==> src/rtl/mult18_arbiter_pkg.sv <==
// rtl/mult18_arbiter_pkg.sv - shared widths, default latency and tag-width helper
package mult18_arbiter_pkg;

  localparam int MULT_W  = 18;
  localparam int PROD_W  = 36;
  localparam int DEF_LAT = 3;

  // Bits needed to hold an index in 0..n-1 (minimum 1).
  function automatic int clog2(input int n);
    int r;
    r = 1;
    for (int i = 1; i < 31; i++) begin
      if ((1 << i) < n) r = i + 1;
    end
    return r;
  endfunction

endpackage

==> src/rtl/mult18_arbiter_rr_arbiter.sv <==
// rtl/mult18_arbiter_rr_arbiter.sv - round-robin pointer plus masked priority encoder
module rr_arbiter
  import mult18_arbiter_pkg::*;
#(
  parameter int NREQ = 4,
  parameter int IW   = clog2(NREQ)
) (
  input  logic            clk,
  input  logic            rst,
  input  logic [NREQ-1:0] req,
  output logic [NREQ-1:0] grant,
  output logic [IW-1:0]   grant_idx
);

  logic [IW-1:0] ptr;

  // Walk offsets from farthest to nearest so the first valid index at or after ptr wins.
  always_comb begin
    grant     = '0;
    grant_idx = '0;
    if (!rst) begin
      for (int k = NREQ - 1; k >= 0; k--) begin
        for (int i = 0; i < NREQ; i++) begin
          if (req[i] && (((int'(ptr) + k) % NREQ) == i)) begin
            grant     = '0;
            grant[i]  = 1'b1;
            grant_idx = IW'(i);
          end
        end
      end
    end
  end

  always_ff @(posedge clk or posedge rst) begin
    if (rst) begin
      ptr <= '0;
    end else if (|grant) begin
      ptr <= (grant_idx == IW'(NREQ - 1)) ? '0 : grant_idx + IW'(1);
    end
  end

endmodule

==> src/rtl/mult18_arbiter.sv <==
// rtl/mult18_arbiter.sv - one 18x18 multiplier time-shared round-robin among NREQ requesters
module mult18_arbiter
  import mult18_arbiter_pkg::*;
#(
  parameter int NREQ = 4,
  parameter int LAT  = DEF_LAT
) (
  input  logic                     clk,
  input  logic                     rst,
  input  logic [NREQ-1:0]          req_valid,
  input  logic [MULT_W*NREQ-1:0]   req_a,
  input  logic [MULT_W*NREQ-1:0]   req_b,
  input  logic [NREQ-1:0]          req_signed,
  output logic [NREQ-1:0]          req_ready,
  output logic [NREQ-1:0]          rsp_valid,
  output logic [PROD_W-1:0]        rsp_p,
  output logic [15:0]              ops_done
);

  localparam int IW = clog2(NREQ);

  logic [IW-1:0]     gidx;
  logic [MULT_W-1:0] a_sel, b_sel, a_r, b_r;
  logic              s_sel, s_r;
  logic [PROD_W-1:0] ax, bx;
  logic [PROD_W-1:0] p_pipe [LAT-1];
  logic              v_pipe [LAT];
  logic [IW-1:0]     own_pipe [LAT];

  rr_arbiter #(.NREQ(NREQ), .IW(IW)) u_arb (
    .clk       (clk),
    .rst       (rst),
    .req       (req_valid),
    .grant     (req_ready),
    .grant_idx (gidx)
  );

  always_comb begin
    a_sel = '0;
    b_sel = '0;
    s_sel = 1'b0;
    for (int i = 0; i < NREQ; i++) begin
      if (req_ready[i]) begin
        a_sel = req_a[MULT_W*i +: MULT_W];
        b_sel = req_b[MULT_W*i +: MULT_W];
        s_sel = req_signed[i];
      end
    end
  end

  // Data path carries no reset so it maps onto the hard multiplier's input/output registers.
  always_ff @(posedge clk) begin
    a_r <= a_sel;
    b_r <= b_sel;
    s_r <= s_sel;
  end

  // Low 36 bits of the extended product are correct for both signed and unsigned operands.
  always_comb begin
    ax = s_r ? {{(PROD_W-MULT_W){a_r[MULT_W-1]}}, a_r} : {{(PROD_W-MULT_W){1'b0}}, a_r};
    bx = s_r ? {{(PROD_W-MULT_W){b_r[MULT_W-1]}}, b_r} : {{(PROD_W-MULT_W){1'b0}}, b_r};
  end

  always_ff @(posedge clk) begin
    p_pipe[0] <= ax * bx;
    for (int k = 1; k < LAT - 1; k++) p_pipe[k] <= p_pipe[k-1];
  end

  always_ff @(posedge clk or posedge rst) begin
    if (rst) begin
      for (int k = 0; k < LAT; k++) begin
        v_pipe[k]   <= 1'b0;
        own_pipe[k] <= '0;
      end
      ops_done <= '0;
    end else begin
      v_pipe[0]   <= |req_ready;
      own_pipe[0] <= gidx;
      for (int k = 1; k < LAT; k++) begin
        v_pipe[k]   <= v_pipe[k-1];
        own_pipe[k] <= own_pipe[k-1];
      end
      if (v_pipe[LAT-1]) ops_done <= ops_done + 16'd1;
    end
  end

  always_comb begin
    rsp_valid = '0;
    for (int i = 0; i < NREQ; i++) begin
      if (v_pipe[LAT-1] && own_pipe[LAT-1] == IW'(i)) rsp_valid[i] = 1'b1;
    end
    rsp_p = v_pipe[LAT-1] ? p_pipe[LAT-2] : '0;
  end

endmodule

==> config.mk <==
export PLATFORM = sky130hd
export DESIGN_NAME = mult18_arbiter
export DESIGN_NICKNAME = d
export VERILOG_FILES = /design/src/rtl/mult18_arbiter_pkg.sv /design/src/rtl/mult18_arbiter_rr_arbiter.sv /design/src/rtl/mult18_arbiter.sv
export SDC_FILE = /design/constraint.sdc
export NUM_CORES = 1
export LEC_CHECK = 0
export CORE_MARGIN = 4
export CORE_UTILIZATION = 42
export DETAILED_ROUTE_END_ITERATION = 7
export DONT_BUFFER_PORTS = 1
export PLACE_DENSITY = 0.62
export SLEW_MARGIN = 20
export SYNTH_ARGS = -nofsm -noshare
export SYNTH_HDL_FRONTEND = slang
export SYNTH_HIERARCHICAL = 1
export SYNTH_SLANG_ARGS = --single-unit
==> constraint.sdc <==
create_clock -name clk -period 18.65 [get_ports clk]
set_clock_uncertainty 0.1 [all_clocks]
set_input_delay 5.595 -clock clk [delete_from_list [all_inputs] [get_ports clk]]
set_output_delay 5.595 -clock clk [all_outputs]
set_load 0.01 [all_outputs]
# --- Word-level counts from Yosys, hierarchy flattened ---
# Memories as Yosys holds them, arrays and structs flattened.
# Cells that the tools add are included.
op_classes:
  eq_ne: 16
  n_mul: 1
  n_shift: 0
  bitwise: 3
  magnitude_cmp: 0
  mux: 53
  n_addsub: 5
  n_reduce_logical: 29
  div: 0
ops:
  columns: ["cell", "n"]
  rows:
  - ["$mux W18", 8]
  - ["$logic_not A32 Y1", 4]
  - ["$mux W36", 3]
  - ["$mux W4", 14]
  - ["$mul A36 B36 Y36", 1]
  - ["$mux W2", 17]
  - ["$logic_and A1 B1 Y1", 20]
  - ["$eq A3 B3 Y1 const B", 6]
  - ["$add A16 B1 Y16 const B", 1]
  - ["$eq A2 B2 Y1 const B", 5]
  - ["$mux W1", 10]
  - ["$eq A3 B2 Y1 const B", 3]
  - ["$reduce_or A2 Y1", 3]
  - ["$add A2 B1 Y2 const B", 2]
  - ["$add A2 B2 Y2 const B", 2]
  - ["$eq A2 B1 Y1 const B", 2]
  - ["$reduce_or A4 Y1", 1]
  - ["$and A1 B1 Y1 const A", 3]
  - ["$mux W3", 1]
  - ["$logic_not A2 Y1", 1]
totals:
  in_bits: 154
  regBits: 64
  wordCells: 119
  mem_bits_rw: 72
  output_inout_bits: 60
  romBits: 0
  latchBits: 0
  n_memories: 1
memory_table:
  columns: ["name", "words", "word_bits", "rd", "rd_ports_with_merged_regs", "wr", "line", "source"]
  rows:
  - ["p_pipe", 2, 36, 2, 0, 2, "mult18_arbiter.sv:26", "logic [PROD_W-1:0] p_pipe [LAT-1];"]

# --- Longest topological paths before layout ---
# Gate-level depths: netlist (run 1).
logic_depth:
  depth_word: 26
  mapped_depth: 28
  depth_no_buf: 26

# --- Hierarchy ---
# The synthesis (run 1) kept the hierarchy.
by_module_without_submodules:
  columns: ["module", "seq_area_each_um2", "cells_each", "area_per_inst_um2", "n_inst"]
  rows:
  - ["mult18_arbiter", 2807.7, 2183, 20365.8, 1]
  - ["rr_arbiter", 50.0, 43, 374.1, 1]

# --- Least setup slack after synthesis (run 1) ---
# No wires, ideal clock.
synth_path:
  path_type: "input -> output"
  startpoint: "in req_valid[0]"
  endpoint: "out req_ready[3]"
  path_buffers: 1
  required_time_ns: 12.955
  stages: 4
  arrival_ns: 6.528
  setup_slack_ns: 6.427
  cell_sequence: "buf_6 nand2b_1 a21oi_1 nor4b_1"
synth_via:
  elab_chain_len: 14
  word_cells_on_any_way: 16
  cone_classes: "13 x mux; 3 x reduce/logical"
synth_lines:
  columns: ["element", "line", "source"]
  rows:
  - ["start, declared", "mult18_arbiter.sv:10", "input logic [NREQ-1:0] req_valid,"]
  - ["$logic_and A1 B1 Y1", "mult18_arbiter_rr_arbiter.sv:24", "if (req[i] && (((int'(ptr) + k) % NREQ) == i)) begin"]
  - ["$mux W4 (8 in series)", "mult18_arbiter_rr_arbiter.sv:24", null]
  - ["$mux W4 * (4 in series)", "mult18_arbiter_rr_arbiter.sv:24", null]
  - ["$mux W4 *", "mult18_arbiter_rr_arbiter.sv:21", "if (!rst) begin"]
  - ["end, declared", "mult18_arbiter.sv:14", "output logic [NREQ-1:0] req_ready,"]
# Mark *: on every way between the ends. The rest lies on a longest branch, timed or not.

# --- Worst setup path in the final report (run 1) ---
layout_path:
  startpoint: "in req_valid[0]"
  endpoint: "out req_ready[2]"
# The elaborated chain is that of the path after synthesis.

==> Implementation_results.wiki, run 1 <==
{| class="wikitable"
! Metric !! Value
|-
| Sort of element at the end of the critical path || output pin
|-
| Worst slack at placement || 6.03 ns
|-
| Synthesized area || between 20000 and 25000 um2
|-
| Aggregate negative setup slack || 0 ns
|-
| Remaining antenna violation count || 0
|-
| Buffer count from post-CTS setup fixing || 0
|-
| Number of nets produced by synthesis || 2950
|-
| Total CTS buffers || 17
|-
| H-tree Lvls || 4
|-
| Number of buffers on the longest clock path || 2
|-
| Average wire per standard cell || 17.9 um
|-
| Launch instance of the worst register-to-register path || a_r[17]
|-
| Status || finished clean
|-
| Post-cts repair resize count || 0
|-
| Share of final-layout standard cells stronger than drive strength 1 || 0.0330
|-
| Final hold violation count || 0
|-
| Remaining global-route overflow || 0
|-
| Relative slew margins || 0.288
|-
| Height of the chip || 230 um
|-
| Unique cell type count in the Yosys netlist || 70
|-
| Total inserted antenna cells || 0
|-
| Initial core utilization || 0.425
|-
| Antenna violations before repair || 0
|-
| Count of maximum capacitance violations || 0
|-
| Clock insertion delay at the later pin of the skew report || roughly 0.46 ns
|-
| RSZ-0062 raised after global routing || false
|-
| Startpoint type of the worst setup path || primary input
|-
| Worst Reg-to-Reg Cells || 21
|-
| CTS tree || built
|-
| Most common cell after layout, fill and taps aside || sky130_fd_sc_hd__inv_1
|-
| PnR worst setup slack || between 6 and 7 ns
|-
| Post-detailed-route DRC marker count || 0
|-
| Portion of the post-synthesis area used by sequential elements || 0.138
|-
| Avg Vias per Cell || 4.97
|-
| Slack of the worst reg-to-reg path || 9.62 ns
|-
| Critical path data arrival time || 6.62 ns
|-
| Top library cells by usage in the layout, fill and taps aside || 543 x sky130_fd_sc_hd__inv_1, 430 x sky130_fd_sc_hd__fa_1, 245 x sky130_fd_sc_hd__and2_1
|-
| Period minus WS final || 12.32 ns
|-
| Total wire length after detailed routing || 51100 um
|-
| HPWL reported at the end of detailed placement || 41600 um
|-
| First-iteration detailed-routing DRC count || 784
|-
| TritonCTS sink count || 136
|-
| Maximum clock frequency || approximately 0.081 GHz
|-
| IR drop worst, VDD || 72.3 uV
|-
| Endpoint of the worst hold path || p_pipe[0][46]
|-
| Largest net degree at the start of global routing || 77
|-
| Top flip-flop cell by instance count after synthesis || sky130_fd_sc_hd__dfxtp_1
|-
| Path type of the worst setup path || primary input to output pin
|-
| # nets final || a little under 3k
|-
| Ports || 214
|-
| Yosys warnings || 6
|-
| Detailed-route via count || 14.2k
|-
| Number of enable flip-flop cells after synthesis || 0
|-
| Clock root buffer || sky130_fd_sc_hd__clkbuf_16
|-
| Cell count of the worst hold path || 0
|-
| Buffers added on ports || 0
|-
| Layout area overhead || 5.71%
|-
| Final-report setup violation count || 0
|-
| Number of synthesized register bits || 136
|-
| Max FO, Critical Path || 76
|-
| HP Class || flop to flop
|-
| Final cycle utilization of the critical path || 0.660
|-
| Fraction of synthesis flops using an asynchronous set or reset pin || 0.199
|-
| Site Rows || 81
|-
| Hold buffer count at CTS || 0
|-
| Area of the placeable core || 48800 um2
|-
| Final-layout worst hold slack || 0.223 ns
|-
| GP Congestion || 0.912
|-
| Wire length of the first global-routing pass || 84600 um
|-
| Die width || 230 um
|-
| Total die area || around 53000 um2
|-
| Post-synthesis area per instance || 9.32 um2
|-
| Number of cells produced by synthesis || 2226
|-
| Clock transition at the register clock pins on the worst setup and hold paths after CTS || 0.07 ns
|-
| Number of global-route vias before repair || 15.7k
|-
| Overall track demand over capacity in global routing || 0.205
|-
| Least-Margin Pin Slew || 1.07 ns
|-
| Endpoint of the worst-slack reg-to-reg timing path || p_pipe[0][33]
|-
| Pwr/cell area || 124 nW/um2
|-
| Drt first pass iters || 8
|-
| Req. time, crit path || 12.95 ns
|-
| Final number of max-transition violations || 0
|-
| Worst Min Path Start || p_pipe[0][10]
|-
| Leakage power total || 11.1 nW
|}
==> cell usage after synthesis (3+ instances only) <==
cell type	instances	share of area
sky130_fd_sc_hd__inv_1	544	0.098
sky130_fd_sc_hd__fa_1	430	0.42
sky130_fd_sc_hd__and2_1	245	0.074
sky130_fd_sc_hd__nand2_1	210	0.038
sky130_fd_sc_hd__ha_1	140	0.084
sky130_fd_sc_hd__dfxtp_1	109	0.11
sky130_fd_sc_hd__clkbuf_1	86	0.016
sky130_fd_sc_hd__a21oi_1	70	0.017
sky130_fd_sc_hd__nor2_1	68	0.012
sky130_fd_sc_hd__xnor2_1	63	0.027
sky130_fd_sc_hd__o21ai_0	50	0.012
sky130_fd_sc_hd__a22oi_1	36	0.013
sky130_fd_sc_hd__dfrtp_1	27	0.033
sky130_fd_sc_hd__xor2_1	17	0.0072
sky130_fd_sc_hd__and3_1	16	0.0048
sky130_fd_sc_hd__a21o_1	12	0.0043
sky130_fd_sc_hd__nand4_1	10	0.0030
sky130_fd_sc_hd__nand3_1	9	0.0022
sky130_fd_sc_hd__nor3_1	7	0.0017
sky130_fd_sc_hd__a31oi_1	4	0.0012
sky130_fd_sc_hd__nand2b_1	4	0.0012
sky130_fd_sc_hd__o21a_1	4	0.0014
sky130_fd_sc_hd__a211oi_1	3	0.0011
sky130_fd_sc_hd__a21oi_2	3	0.0013
sky130_fd_sc_hd__buf_1	3	0.00054
sky130_fd_sc_hd__nor2b_1	3	0.00091
sky130_fd_sc_hd__o211ai_1	3	0.0011
==> how the worst max path moves through the flow <==
stage                 start      endpoint  slack (ns)  cells past startpoint
6_report       req_valid[0]  req_ready[2]        6.33                      4
5_1_grt        req_valid[0]  req_ready[2]        6.26                      4
4_1_cts        req_valid[0]  req_ready[2]        6.03                      4
3_5_place_dp   req_valid[0]  req_ready[2]        6.03                      4
3_3_place_gp   req_valid[0]  req_ready[2]        6.04                      4
2_1_floorplan  req_valid[0]  req_ready[3]        6.43                      4
==> through the flow <==
stage	power, mW	instance area, um2	util	cells
after floorplan	1.90	20700	-	2226
after global placement	2.35	21300	0.437	2814
after detailed placement	2.40	21300	0.437	2814
after CTS	2.76	21900	0.449	2846
after global routing	3.08	21900	0.449	2846
final	2.72	21900	0.449	2846
==> sequential cells by signal, indices dropped and copies added (netlist names) <==
name       flops
own_pipe       6
p_pipe        72
s_r            1
v_pipe         3
a_r           18
ops_done      16
b_r           18
u_arb/ptr      2
==> routing by layer <==
layer  vias up  GRT usage  share of wire
met5         -          0              0
met4         0     0.0656          0.030
met3        72     0.0382          0.045
met2       341      0.364           0.51
met1      7283      0.253           0.41
li1       6462          -              -
==> final cells by class <==
cell class | instances | area, um2
inverter | 544 | 2040
fill | 4745 | 26900
multi-input combinational | 1452 | 15500
tap | 664 | 831
clock buffer | 17 | 425
sequential | 136 | 2860
timing repair buffer | 18 | 135
clock inverter | 15 | 155
==> logic make-up (layout without fill, tap and decap cells) <==
group	Yosys count	count (layout)	share of synthesized area
buffers and inverters	638	594	0.117
and+or+nand+nor	590	590	0.146
adders and majority gates	570	570	0.500
AOI/OAI and AO/OA	208	208	0.0638
DFF	136	136	0.138
xor gates and xnor gates	80	80	0.0338
muxes	4	4	0.00247
==> where the power goes <==
group | switching, mW | internal, mW | leakage (nW)
clock network | 0.157 | 0.189 | 0.287
logic | 1.07 | 0.739 | 9.52
registers | 0.154 | 0.409 | 1.26
==> worst max-delay path, cell delays in order <==
cell,delay (ns)
sky130_fd_sc_hd__nand2b_1,0.12
sky130_fd_sc_hd__a21oi_1,0.09
sky130_fd_sc_hd__o22ai_1,0.11
sky130_fd_sc_hd__and3_4,0.70
No activity file was read; power rests on OpenSTA's default activity.
==> run 2, diff against run 1 <==
--- a/config.mk
+++ b/config.mk
@@ -9,7 +9,7 @@
 export CORE_UTILIZATION = 42
 export DETAILED_ROUTE_END_ITERATION = 7
 export DONT_BUFFER_PORTS = 1
-export PLACE_DENSITY = 0.62
+export PLACE_DENSITY = 0.65
 export SLEW_MARGIN = 20
 export SYNTH_ARGS = -nofsm -noshare
 export SYNTH_HDL_FRONTEND = slang
==> constraint.sdc (replaced) <==
create_clock -name clk -period 11.16 [get_ports clk]
set_clock_uncertainty 0.1 [all_clocks]
set_input_delay 3.348 -clock clk [delete_from_list [all_inputs] [get_ports clk]]
set_output_delay 3.348 -clock clk [all_outputs]
set_load 0.01 [all_outputs]
==> Implementation_results.wiki, run 2 (synthesis results as in run 1) <==
{| class="wikitable"
! Metric !! Value
|-
| Critical path data arrival time || 8.81 ns (was 6.62 ns)
|-
| Portion of total power attributed to sequential cells || 0.196 (was 0.207)
|-
| Hold buffer count at CTS || 0 (unchanged)
|-
| Most flop-heavy register || p_pipe (unchanged)
|-
| Antenna violations before repair || 1 (was 0)
|-
| Slowest library cell on the worst path || sky130_fd_sc_hd__dfxtp_1 (was sky130_fd_sc_hd__and3_4)
|-
| IR drop worst, VDD || 127 uV (was 72.3 uV)
|-
| Drt first pass iters || 5 (was 8)
|-
| Switching power as a share of total power || 0.506 (was 0.508)
|-
| Sort of element at the end of the critical path || flop (was output pin)
|-
| Switch Pwr || 2.32 mW (was 1.38 mW)
|-
| Registers with the most flip-flops || p_pipe x72, a_r x18, b_r x18 (unchanged)
|-
| Ports || 214 (unchanged)
|-
| Final number of max-transition violations || 0 (unchanged)
|-
| Final cycle utilization of the critical path || 0.766
|-
| Max FO, Critical Path || 26 (was 76)
|-
| Wire length of the first global-routing pass || 85000 um (was 84600 um)
|-
| Final hold violation count || 0 (unchanged)
|-
| Most prevalent standard cell on the critical path || sky130_fd_sc_hd__fa_1
|-
| Buffers added on ports || 0 (unchanged)
|-
| Largest stage delay on the critical path || 0.81 ns (was 0.70 ns)
|-
| First-iteration detailed-routing DRC count || 775 (was 784)
|-
| Avg Vias per Cell || 5.00 (was 4.97)
|-
| Startpoint type of the worst setup path || flop (was primary input)
|-
| Clock transition at the register clock pins on the worst setup and hold paths after CTS || 0.07 ns (about the same)
|-
| Total die area || 53000 um2 (unchanged)
|-
| Overall track demand over capacity in global routing || 0.208 (was 0.205)
|-
| Least-Margin Pin Slew || 1.08 ns (was 1.07 ns)
|-
| Average wire per standard cell || 18.3 um (was 17.9 um)
|-
| Clock root buffer || sky130_fd_sc_hd__clkbuf_16 (unchanged)
|-
| Layout area overhead || 5.89% (was 5.71%)
|-
| HPWL reported at the end of detailed placement || 42900 um (was 41600 um)
|-
| Total power consumption of the routed design || 4.57 mW (was 2.72 mW)
|-
| RSZ-0062 raised after global routing || false (unchanged)
|-
| TritonCTS sink count || 136 (unchanged)
|-
| Most common cell after layout, fill and taps aside || sky130_fd_sc_hd__inv_1 (unchanged)
|-
| Final-report setup violation count || 0 (unchanged)
|-
| Total CTS buffers || 17 (unchanged)
|-
| Max FFs per register || 72 (unchanged)
|-
| Initial core utilization || 0.425 (unchanged)
|-
| Detailed-route via count || 14.3k (was 14.2k)
|-
| Aggregate negative setup slack || 0 ns (unchanged)
|-
| Height of the chip || 230 um (unchanged)
|-
| Die width || 230 um (unchanged)
|-
| Area of the placeable core || 48800 um2 (unchanged)
|-
| Worst path cell trace || and2_0 > nand2_1 > fa_1 > fa_1 > fa_1 > fa_1 > fa_1 > fa_1 > inv_1 > fa_1 > inv_1 > fa_1 > inv_1 > ha_1 > a21o_1 > a21o_1 > a21o_1 > a21o_1 > a2111o_1 > o211ai_2 > a31oi_1 > xor2_1 (was nand2b_1 > a21oi_1 > o22ai_1 > and3_4)
|-
| Path type of the worst setup path || flop to flop (was primary input to output pin)
|-
| Share of power burned in the clock network || 0.126 (was 0.127)
|-
| Status || finished clean (unchanged)
|-
| Post-route core utilization || 0.450 (was 0.449)
|-
| # nets final || 2898 (was 2893)
|-
| Clock insertion delay at the later pin of the skew report || 0.48 ns (was 0.46 ns)
|-
| Relative slew margins || 0.276 (was 0.288)
|-
| Pwr/cell area || 208 nW/um2 (was 124 nW/um2)
|-
| Req. time, crit path || 11.42 ns (was 12.95 ns)
|-
| Post-detailed-route DRC marker count || 0 (unchanged)
|-
| CTS tree || built (unchanged)
|-
| Number of buffers on the longest clock path || 2 (unchanged)
|-
| Period minus WS final || 8.55 ns
|-
| Final-layout worst hold slack || 0.225 ns (was 0.223 ns)
|-
| Comb power frac || 0.678 (was 0.666)
|-
| H-tree Lvls || 4 (unchanged)
|-
| Remaining antenna violation count || 0 (unchanged)
|-
| Share of final-layout standard cells stronger than drive strength 1 || 0.0343 (was 0.0330)
|-
| Top library cells by usage in the layout, fill and taps aside || 543 x sky130_fd_sc_hd__inv_1, 430 x sky130_fd_sc_hd__fa_1, 245 x sky130_fd_sc_hd__and2_1 (unchanged)
|-
| GP Congestion || 0.898 (was 0.912)
|-
| Post-cts repair resize count || 0 (unchanged)
|-
| Remaining global-route overflow || 0 (unchanged)
|-
| Leakage power total || 11.1 nW (about the same)
|-
| Total wire length after detailed routing || 52200 um (was 51100 um)
|-
| Site Rows || 81 (unchanged)
|-
| HP Class || flop to flop (unchanged)
|-
| Maximum clock frequency || between 0.1 and 0.15 GHz
|-
| Buffer count from post-CTS setup fixing || 0 (unchanged)
|-
| Internal power component || 2.26 mW (was 1.34 mW)
|-
| Largest net degree at the start of global routing || 76 (was 77)
|-
| Number of global-route vias before repair || 15.9k (was 15.7k)
|-
| Count of maximum capacitance violations || 0 (unchanged)
|}
==> run 2: cell types whose count changed in the layout (fill, tap and decap cells not counted) <==
cell                         previous run  this run
sky130_fd_sc_hd__buf_4                 18        23
sky130_fd_sc_hd__inv_6                  5         2
sky130_fd_sc_hd__and3_2                 0         1
sky130_fd_sc_hd__inv_8                  4         0
sky130_fd_sc_hd__clkbuf_1               0         2
sky130_fd_sc_hd__diode_2                0         2
sky130_fd_sc_hd__bufinv_16              1         2
sky130_fd_sc_hd__clkinvlp_4             1         2
sky130_fd_sc_hd__clkinv_4               2         5
sky130_fd_sc_hd__and3_4                 1         0
==> run 2: worst paths after layout <==
path / cells after the start / from / end / slack, ns
max in group asynchronous: 1 / rst / own_pipe[0] / 7.78
max reg2reg: 22 / a_r[17] / p_pipe[0][33] / 2.61
min in group asynchronous: 1 / rst / u_arb/ptr[1] / 2.55
min: 0 / p_pipe[0][5] / p_pipe[0][41] / 0.23
max: 22 / a_r[17] / p_pipe[0][33] / 2.61
min reg2reg: 0 / p_pipe[0][5] / p_pipe[0][41] / 0.23
==> run 2: worst max-delay path, delay by kind of cell (launching register included) <==
family / cells / cell delay (ns)
buffers and inverters: 3 / 0.14
AO/OA/AOI/OAI: 7 / 1.66
AND/OR/NAND/NOR: 2 / 0.94
flip-flops: 1 / 0.81
XOR/XNOR: 1 / 0.16
adder cells (fa/ha/maj): 9 / 4.62
==> run 2: layout make-up <==
type	count	area, um2
inverter	544	2040
tap	664	831
clock buffer	19	433
timing repair buffer	23	173
multi-input combinational	1452	15500
clock inverter	13	148
antenna	2	5.00
fill	4728	26900
sequential	136	2860
==> run 2: stage by stage <==
step | instances | instance area, um2 | setup slack, ns
floorplan | 2226 | 20700 | 3.43
global placement | 2819 | 21400 | 2.88
detailed placement | 2819 | 21400 | 2.63
CTS | 2851 | 22000 | 2.61
global route | 2852 | 22000 | 2.15
finish | 2853 | 22000 | 2.61
==> run 2: per-layer routing <==
layer	global-route usage	wire, um	vias to the layer above	part of all wire
met4	0.0996	2490	0	0.048
met1	0.255	21200	7288	0.41
met2	0.357	26200	403	0.50
met3	0.0349	2380	94	0.046
met5	0	0	-	0
li1	-	-	6487	-
==> run 2: power by group through the flow <==
stage | logic (mW) | clock network, mW | registers (mW)
2_1_floorplan | 2.42 | 0 | 0.762
3_3_place_gp | 3.06 | 0 | 0.899
3_5_place_dp | 3.13 | 0 | 0.906
4_1_cts | 3.15 | 0.593 | 0.896
5_1_grt | 3.63 | 0.612 | 0.922
6_report | 3.10 | 0.577 | 0.896
==> run 3, diff against run 2 <==
--- a/config.mk
+++ b/config.mk
@@ -9,7 +9,7 @@
 export CORE_UTILIZATION = 42
 export DETAILED_ROUTE_END_ITERATION = 7
 export DONT_BUFFER_PORTS = 1
-export PLACE_DENSITY = 0.65
+export PLACE_DENSITY = 0.62
 export SLEW_MARGIN = 20
 export SYNTH_ARGS = -nofsm -noshare
 export SYNTH_HDL_FRONTEND = slang
==> constraint.sdc (replaced) <==
create_clock -name clk -period 8 [get_ports clk]
set_clock_uncertainty 0.1 [all_clocks]
set_input_delay 2.4 -clock clk [delete_from_list [all_inputs] [get_ports clk]]
set_output_delay 2.4 -clock clk [all_outputs]
set_load 0.01 [all_outputs]
==> Implementation_results.wiki, run 3 (synthesis results as in run 1) <==
{| class="wikitable"
! Metric !! Value
|-
| Status || finished clean (unchanged)
|-
| Clock root buffer || sky130_fd_sc_hd__clkbuf_16 (unchanged)
|-
| Total power consumption of the routed design || 6.45 mW (was 4.57 mW)
|-
| Post-detailed-route DRC marker count || 0 (unchanged)
|-
| Average wire per standard cell || 18.7 um (was 18.3 um)
|-
| Wire length of the first global-routing pass || 87700 um (was 85000 um)
|-
| Maximum clock frequency || 0.132 GHz (was 0.117 GHz)
|-
| Launch instance of the worst register-to-register path || a_r[17] (unchanged)
|-
| Area of the placeable core || 48800 um2 (unchanged)
|-
| Relative slew margins || 0.304 (was 0.276)
|-
| H-tree Lvls || 4 (unchanged)
|-
| Antenna violations before repair || 0 (was 1)
|-
| Most flop-heavy register || p_pipe (unchanged)
|-
| Combined area of the multi-input logic cells || 15500 um2 (about the same)
|-
| Switch Pwr || 3.31 mW (was 2.32 mW)
|-
| Initial core utilization || 0.425 (unchanged)
|-
| Total CTS buffers || 17 (unchanged)
|-
| # nets final || 2923 (was 2898)
|-
| Clock insertion delay at the later pin of the skew report || 0.49 ns (was 0.48 ns)
|-
| Final-layout worst hold slack || 0.226 ns (was 0.225 ns)
|-
| Hold buffer count at CTS || 0 (unchanged)
|-
| Portion of total power attributed to sequential cells || 0.194 (was 0.196)
|-
| Period minus WS final || 7.56 ns (was 8.55 ns)
|-
| Area used by sequential logic in the layout || 2860 um2 (unchanged)
|-
| Drt first pass iters || 5 (unchanged)
|-
| Clock transition at the register clock pins on the worst setup and hold paths after CTS || 0.07 ns (about the same)
|-
| Max FFs per register || 72 (unchanged)
|-
| Overall track demand over capacity in global routing || 0.217 (was 0.208)
|-
| Total placed cells including tap cells || 2844 (was 2819)
|-
| Height of the chip || 230 um (unchanged)
|-
| HPWL reported at the end of detailed placement || 45600 um (was 42900 um)
|-
| Post-cts repair resize count || 0 (unchanged)
|-
| Aggregate negative setup slack || 0 ns (unchanged)
|-
| Total die area || 53000 um2 (unchanged)
|-
| Internal power component || 3.15 mW (was 2.26 mW)
|-
| RSZ-0062 raised after global routing || false (unchanged)
|-
| Number of global-route vias before repair || 15.8k (was 15.9k)
|-
| Largest net degree at the start of global routing || 76 (unchanged)
|-
| Most prevalent standard cell on the critical path || sky130_fd_sc_hd__fa_1 (unchanged)
|-
| Leakage power total || 11.2 nW (was 11.1 nW)
|-
| Buffers added on ports || 0 (unchanged)
|-
| Ports || 214 (unchanged)
|-
| Remaining antenna violation count || 0 (unchanged)
|-
| Pwr/cell area || 292 nW/um2 (was 208 nW/um2)
|-
| Sort of element at the end of the critical path || flop (unchanged)
|-
| Worst Min Path Start || p_pipe[0][25] (was p_pipe[0][5])
|-
| Slowest library cell on the worst path || sky130_fd_sc_hd__fa_2 (was sky130_fd_sc_hd__dfxtp_1)
|-
| HP Class || flop to flop (unchanged)
|-
| Switching power as a share of total power || 0.512 (was 0.506)
|-
| Remaining global-route overflow || 0 (unchanged)
|-
| Site Rows || 81 (unchanged)
|-
| Post-route insts no fill || 2876 (was 2853)
|-
| Total inserted antenna cells || 0 (was 2)
|-
| IR drop worst, VDD || 181 uV (was 127 uV)
|-
| CTS tree || built (unchanged)
|-
| Least-Margin Pin Slew || 1.04 ns (was 1.08 ns)
|-
| Top library cells by usage in the layout, fill and taps aside || 544 x sky130_fd_sc_hd__inv_1, 429 x sky130_fd_sc_hd__fa_1, 245 x sky130_fd_sc_hd__and2_1 (was 543 x sky130_fd_sc_hd__inv_1, 430 x sky130_fd_sc_hd__fa_1, 245 x sky130_fd_sc_hd__and2_1)
|-
| Number of buffers on the longest clock path || 2 (unchanged)
|-
| Largest stage delay on the critical path || 0.71 ns (was 0.81 ns)
|-
| First-iteration detailed-routing DRC count || 839 (was 775)
|-
| Final hold violation count || 0 (unchanged)
|-
| Share of final-layout standard cells stronger than drive strength 1 || 0.0466 (was 0.0343)
|-
| Final number of max-transition violations || 0 (unchanged)
|-
| Startpoint type of the worst setup path || flop (unchanged)
|-
| Buffer count from post-CTS setup fixing || 0 (unchanged)
|-
| Share of power burned in the clock network || 0.121 (was 0.126)
|-
| Registers with the most flip-flops || p_pipe x72, a_r x18, b_r x18 (unchanged)
|-
| Worst path cell trace || and2_0 > nand2_1 > fa_2 > fa_1 > fa_1 > fa_1 > fa_1 > fa_1 > inv_1 > fa_1 > inv_1 > fa_1 > inv_1 > ha_1 > a21o_1 > a21o_1 > a21o_1 > a21o_1 > a2111o_1 > o211ai_2 > a31oi_1 > xor2_1 (was and2_0 > nand2_1 > fa_1 > fa_1 > fa_1 > fa_1 > fa_1 > fa_1 > inv_1 > fa_1 > inv_1 > fa_1 > inv_1 > ha_1 > a21o_1 > a21o_1 > a21o_1 > a21o_1 > a2111o_1 > o211ai_2 > a31oi_1 > xor2_1)
|-
| Max FO, Critical Path || 6 (was 26)
|-
| Layout area overhead || 6.67% (was 5.89%)
|-
| Total wire length after detailed routing || 53800 um (was 52200 um)
|-
| GP Congestion || 0.956 (was 0.898)
|-
| Most common cell after layout, fill and taps aside || sky130_fd_sc_hd__inv_1 (unchanged)
|-
| Avg Vias per Cell || 4.97 (was 5.00)
|-
| Comb power frac || 0.685 (was 0.678)
|-
| Final-report setup violation count || 0 (unchanged)
|-
| Die width || 230 um (unchanged)
|-
| Critical path data arrival time || 7.82 ns (was 8.81 ns)
|-
| Worst setup path start || a_r[17] (unchanged)
|-
| Final cycle utilization of the critical path || 0.945 (was 0.766)
|-
| Path type of the worst setup path || flop to flop (unchanged)
|-
| Count of maximum capacitance violations || 0 (unchanged)
|-
| Gate family responsible for the most delay along the worst path || adder cells (unchanged)
|-
| CP bufs+invs || 3 (unchanged)
|-
| TritonCTS sink count || 136 (unchanged)
|-
| Detailed-route via count || 14.3k (about the same)
|-
| Req. time, crit path || 8.26 ns (was 11.42 ns)
|-
| # fillers || 4740 (was 4728)
|}
## run 3: power by group through the flow
stage / combinational, mW / sequential [mW] / clock, mW
3_3_place_gp: 4.37 / 1.26 / 0
6_report: 4.42 / 1.25 / 0.779
2_1_floorplan: 3.37 / 1.06 / 0
3_5_place_dp: 4.47 / 1.26 / 0
5_1_grt: 5.19 / 1.28 / 0.830
4_1_cts: 4.50 / 1.25 / 0.813
## run 3: through the flow
stage / utilization / instance area, um2 / setup slack (ns)
3_3_place_gp: 0.441 / 21600 / 0.439
4_1_cts: 0.453 / 22100 / 0.340
2_1_floorplan: - / 20700 / 0.692
5_1_grt: 0.453 / 22100 / 0.0190
3_5_place_dp: 0.441 / 21600 / 0.362
6_report: 0.453 / 22100 / 0.438
## run 3: worst paths after layout
kind / endpoint / cells past startpoint / slack, ns
worst max register to register: p_pipe[0][33] / 22 / 0.44
worst min-delay path: p_pipe[0][61] / 0 / 0.23
worst max-delay path: p_pipe[0][33] / 22 / 0.44
min in group asynchronous: u_arb/ptr[0] / 1 / 1.62
max in group asynchronous: v_pipe[2] / 1 / 5.31
worst min register to register: p_pipe[0][61] / 0 / 0.23
## run 3: area by class of cell
cell class / count / area share
Sequential cell: 136 / 0.129
Multi-Input combinational cell: 1452 / 0.700
Clock inverter: 15 / 0.00594
Tap cell: 664 / 0.0376
Clock buffer: 17 / 0.0192
Inverter: 544 / 0.0923
Timing Repair Buffer: 48 / 0.0163
## run 3: per-layer routing
metal	wire length (um)	global-route usage
met1	22200	0.277
met2	26200	0.360
met3	2770	0.0404
met4	2550	0.0979
met5	0	0
